**config.mk**
```make
export PLATFORM = sky130hd
export DESIGN_NAME = uart_tx_word_feeder
export DESIGN_NICKNAME = d
export VERILOG_FILES = /design/src/rtl/uart_tx_word_feeder.sv
export SDC_FILE = /design/constraint.sdc
export NUM_CORES = 1
export LEC_CHECK = 0
export CAP_MARGIN = 15
export CORE_MARGIN = 5
export CORE_UTILIZATION = 55
export DETAILED_ROUTE_END_ITERATION = 10
export PLACE_DENSITY_LB_ADDON = 0.1
export SYNTH_ARGS = -nofsm -noshare
export SYNTH_HDL_FRONTEND = slang
export SYNTH_SLANG_ARGS = --single-unit
export TNS_END_PERCENT = 1
```
**constraint.sdc**
```tcl
create_clock -name clk -period 7.9 [get_ports clk]
set_input_delay 1.58 -clock clk [delete_from_list [all_inputs] [get_ports clk]]
set_output_delay 1.58 -clock clk [all_outputs]
set_load 0.005 [all_outputs]
```
**src/rtl/uart_tx_word_feeder.sv**
```systemverilog
// uart_tx_word_feeder
//
// Buffered word source for a UART data transmitter. Words from a producer are
// queued in a small circular FIFO and handed to the transmitter one at a time:
// the FSM pops a word into tx_data, pulses send_en, waits for the rising edge
// of tx_done, then holds off for GAP_CYCLES before the next word. A word whose
// completion never arrives within TIMEOUT_CYCLES is dropped and a sticky
// timeout_flag is raised.
//
// Ports:
//   clk          in   system clock, rising edge
//   nrst         in   synchronous active-low reset
//   wr_data      in   producer word
//   wr_valid     in   producer word valid
//   wr_ready     out  FIFO not full
//   tx_data      out  word presented to the transmitter (registered)
//   send_en      out  one-cycle start pulse to the transmitter
//   tx_done      in   transmitter completion (rising edge is used)
//   fifo_level   out  words currently queued, 0..2**FIFO_AW
//   busy         out  FSM active or words queued
//   timeout_flag out  sticky, set when a word times out in WAIT
//   timeout_clr  in   clears timeout_flag (a same-cycle set wins)

module uart_tx_word_feeder #(
  parameter int DATA_WIDTH     = 32,
  parameter int FIFO_AW        = 3,
  parameter int GAP_CYCLES     = 16,
  parameter int TIMEOUT_CYCLES = 2000000
) (
  input  logic                  clk,
  input  logic                  nrst,
  input  logic [DATA_WIDTH-1:0] wr_data,
  input  logic                  wr_valid,
  output logic                  wr_ready,
  output logic [DATA_WIDTH-1:0] tx_data,
  output logic                  send_en,
  input  logic                  tx_done,
  output logic [FIFO_AW:0]      fifo_level,
  output logic                  busy,
  output logic                  timeout_flag,
  input  logic                  timeout_clr
);

  localparam int DEPTH = 2 ** FIFO_AW;
  localparam logic [23:0] TIMEOUT_LAST = 24'(TIMEOUT_CYCLES - 1);
  localparam logic [23:0] GAP_LAST     = (GAP_CYCLES > 0) ? 24'(GAP_CYCLES - 1) : 24'd0;

  typedef enum logic [1:0] {
    ST_IDLE,
    ST_SEND,
    ST_WAIT,
    ST_GAP
  } state_t;

  state_t state_reg, state_next;

  logic [DATA_WIDTH-1:0] mem [DEPTH];
  logic [FIFO_AW:0]      wr_ptr_reg;
  logic [FIFO_AW:0]      rd_ptr_reg;
  logic [DATA_WIDTH-1:0] tx_data_reg;
  logic [23:0]           cnt_reg, cnt_next;
  logic                  tx_done_q_reg;
  logic                  timeout_flag_reg;

  logic full;
  logic empty;
  logic push;
  logic pop;
  logic done_edge;
  logic timeout_set;

  // Pointers carry one extra wrap bit: equal low bits with differing wrap
  // bits means the buffer is full, fully equal pointers mean empty.
  assign full  = (wr_ptr_reg[FIFO_AW] != rd_ptr_reg[FIFO_AW]) &&
                 (wr_ptr_reg[FIFO_AW-1:0] == rd_ptr_reg[FIFO_AW-1:0]);
  assign empty = (wr_ptr_reg == rd_ptr_reg);

  assign wr_ready   = !full;
  assign push       = wr_valid && !full;
  assign fifo_level = wr_ptr_reg - rd_ptr_reg;
  assign done_edge  = tx_done && !tx_done_q_reg;

  assign tx_data      = tx_data_reg;
  assign timeout_flag = timeout_flag_reg;
  assign busy         = (state_reg != ST_IDLE) || !empty;

  // Storage has no reset so it can map onto RAM; emptiness is tracked by
  // the pointers alone.
  always_ff @(posedge clk) begin
    if (push) begin
      mem[wr_ptr_reg[FIFO_AW-1:0]] <= wr_data;
    end
  end

  always_ff @(posedge clk) begin
    if (!nrst) begin
      wr_ptr_reg <= '0;
      rd_ptr_reg <= '0;
    end else begin
      if (push) begin
        wr_ptr_reg <= wr_ptr_reg + 1'b1;
      end
      if (pop) begin
        rd_ptr_reg <= rd_ptr_reg + 1'b1;
      end
    end
  end

  // tx_data only changes on a pop, so it is stable for the whole transfer.
  always_ff @(posedge clk) begin
    if (!nrst) begin
      tx_data_reg <= '0;
    end else if (pop) begin
      tx_data_reg <= mem[rd_ptr_reg[FIFO_AW-1:0]];
    end
  end

  always_ff @(posedge clk) begin
    if (!nrst) begin
      state_reg        <= ST_IDLE;
      cnt_reg          <= '0;
      tx_done_q_reg    <= 1'b0;
      timeout_flag_reg <= 1'b0;
    end else begin
      state_reg     <= state_next;
      cnt_reg       <= cnt_next;
      tx_done_q_reg <= tx_done;
      if (timeout_set) begin
        timeout_flag_reg <= 1'b1;
      end else if (timeout_clr) begin
        timeout_flag_reg <= 1'b0;
      end
    end
  end

  // One counter serves both the WAIT timeout and the GAP delay; it is
  // cleared on entry to each of those states.
  always_comb begin
    state_next  = state_reg;
    cnt_next    = cnt_reg;
    pop         = 1'b0;
    send_en     = 1'b0;
    timeout_set = 1'b0;
    case (state_reg)
      ST_IDLE: begin
        if (!empty) begin
          pop        = 1'b1;
          state_next = ST_SEND;
        end
      end
      ST_SEND: begin
        send_en    = 1'b1;
        cnt_next   = '0;
        state_next = ST_WAIT;
      end
      ST_WAIT: begin
        // A completion in the last allowed cycle still counts as success.
        if (done_edge) begin
          cnt_next   = '0;
          state_next = (GAP_CYCLES > 0) ? ST_GAP : ST_IDLE;
        end else if (cnt_reg == TIMEOUT_LAST) begin
          timeout_set = 1'b1;
          cnt_next    = '0;
          state_next  = ST_IDLE;
        end else begin
          cnt_next = cnt_reg + 24'd1;
        end
      end
      ST_GAP: begin
        if (cnt_reg == GAP_LAST) begin
          cnt_next   = '0;
          state_next = ST_IDLE;
        end else begin
          cnt_next = cnt_reg + 24'd1;
        end
      end
      default: begin
        state_next = ST_IDLE;
      end
    endcase
  end

endmodule

```
==> run metrics <==
outcome finished, final reports clean; Worst Hold Launch cnt_reg[14]; worst-margin pin slew 1.13 ns; largest net degree at the start of global routing 57; Final ANT Viol Nets 0; Worst path max stage delay 0.61 ns; syn_area_per_cell 15.7 µm²; Slew Viols, Final 0; Arr. time, crit path 3.41 ns; Synth top area share 0.599; Max VDD drop 0.202 mV; Area growth syn-to-layout 17.1%; clk_skew 0.0109 ns; Yosys top cell by area edfxtp_1; Num CTS Buffers 34; initial core utilization 0.563; grt total ovfl 0; initial DRC count 605; DR vias/cell 6.01; die height 163 µm; R2R depth 6; P_leak 4.79 nW; post-cts repair resize count 0; Routed WL per cell 21.3 µm; synth top area cells edfxtp_1, mux4_2, dfxtp_1, nand2_1, a311oi_1; CTS clock-pin slew for the worst setup and hold paths 0.06 ns; core area 22,800 µm²; first-pass GRT wire length 41,400 µm; CP Capture Type output port; CTS Hold Bufs 0; GPL Wtd Cong 0.863; H-tree depth 2; layout cells sized above 1 0.159; Mapped Nets 859; Worst path top cell family by delay buffers and inverters; DRC Markers 0; Commonest cells post-synth edfxtp_1, nand2_1, dfxtp_1; Final nets 931; area of the mapped netlist 12,800 µm²; Tcrit/Tclk final 0.631; crit path cell chain buf_4 > inv_1 > ha_1 > a21o_1 > a21oi_1 > xor2_1 > clkdlybuf4s50_1; CTS tree built; R2R Path End mem[7][9]; Yosys warnings 0; All-Layer GR Usage 0.200; Fmax 0.201 GHz; Port Buf Inserts 76; postcts setup bufs 0; Async SR Flop Fraction 0; Hold Crit Class reg -> reg; cell with the most instances after synthesis edfxtp_1; sequential element share of the synthesized area 0.705; Pwr Density 306 nW/µm²; Seq cells post-synth 324; Min-Delay Path Depth 2; die area 26,500 µm²; final setup vio count 0; root buffer cell clkbuf_16; HPWL after DPL 15,000 µm; critical path startpoint category flop; initial antenna violation count 0; max reg flops 256; vias in the first global route 7,549; first-pass iteration count of the detailed router 5; crit path max fanout 56; WL final 26,100 µm; Clock Path Buffers 3; Post-synth EDFFs 256; IO Count 77; Tmin final 4.99 ns; Hold EP cnt_reg[14]; most common flop cell mapped by yosys edfxtp_1; RR Startpoint rd_ptr_reg[1]; Syn Inst Count 815; Clock Latency Late Sink 0.50 ns; RSZ-0062 raised after global routing false; Fillers 1,594; CP max stage cell buf_4; Fin Hold WS 0.482 ns; Die Width 163 µm; worst path required time 6.32 ns; via count 7,358; WS Path Type reg -> out; n_diodes 0; final setup TNS 0 ns; Netlist cell types 48; r2r setup slk 3.92 ns; Hold Fails Final Rpt 0; total chip power 4.60 mW; Critical path buffers and inverters 3; row cnt 55; CTS sink count 324; Worst slew margin 0.247; max_cap viols 0
-- metrics by stage --
| stage | worst slack [ns] | utilization | std cells | cell area, µm² |
|---|---|---|---|---|
| 2_1_floorplan | 3.11 | - | 815 | 12800 |
| 3_3_place_gp | 3.40 | 0.609 | 1162 | 13900 |
| 3_5_place_dp | 3.37 | 0.609 | 1162 | 13900 |
| 4_1_cts | 2.83 | 0.658 | 1223 | 15000 |
| 5_1_grt | 2.64 | 0.660 | 1225 | 15000 |
| 6_report | 2.91 | 0.660 | 1225 | 15000 |
-- worst min-delay path: stages, from the launching register on --
cell	delay [ns]
dfxtp_1	0.33
nand2_1	0.06
nand2_1	0.04
-- worst max path at each step --
stage	start	to	slack [ns]	cells past startpoint
5_1_grt	rd_ptr_reg[1]	fifo_level[3]	2.64	7
3_3_place_gp	rd_ptr_reg[1]	fifo_level[3]	3.40	7
2_1_floorplan	wr_valid	mem[1][0]	3.11	4
4_1_cts	rd_ptr_reg[1]	fifo_level[3]	2.83	7
6_report	rd_ptr_reg[1]	fifo_level[3]	2.91	7
3_5_place_dp	rd_ptr_reg[1]	fifo_level[3]	3.37	7
-- cell usage in the layout, fill, tap and decap left out, types with 23 or more instances in the layout --
cell	n
nand2_1	105
edfxtp_1	256
inv_1	23
mux4_2	64
dfxtp_1	65
nor2_1	53
a311oi_1	32
clkdlybuf4s50_1	76
clkbuf_16	35
-- power by group --
group / internal (mW) / switching, mW / total [mW]
sequential: 1.97 / 0.110 / 2.08
clock: 0.956 / 0.628 / 1.58
combinational: 0.474 / 0.459 / 0.934
-- metal layers --
layer,global-route usage,share of wire,up-vias
li1,-,-,3329
met1,0.279,0.42,3743
met5,0,0,-
met2,0.331,0.50,247
met3,0.0354,0.062,39
met4,0.0515,0.017,0
-- logic make-up (layout without fill, tap and decap cells) --
group,after synthesis,in the layout,synth area share
muxes,64,64,0.112
xor gates and xnor gates,12,12,0.00819
adders and majority gates,7,7,0.00741
DFF,324,324,0.705
and+or+nand+nor,234,234,0.0811
buffers and inverters,74,171,0.0251
AOI/OAI and AO/OA,100,100,0.0607
-- cell type report --
cell class | instances | area [µm²] | share of cell area
flip-flops and latches | 324 | 9050 | 0.603
repair buffers | 86 | 861 | 0.0573
well taps | 313 | 392 | 0.0261
multi-input cells | 417 | 3520 | 0.234
clock buffers | 44 | 920 | 0.0612
clock inverters | 17 | 193 | 0.0128
inverters | 24 | 90.1 | 0.00599
Power figures use the tool's default switching activity.
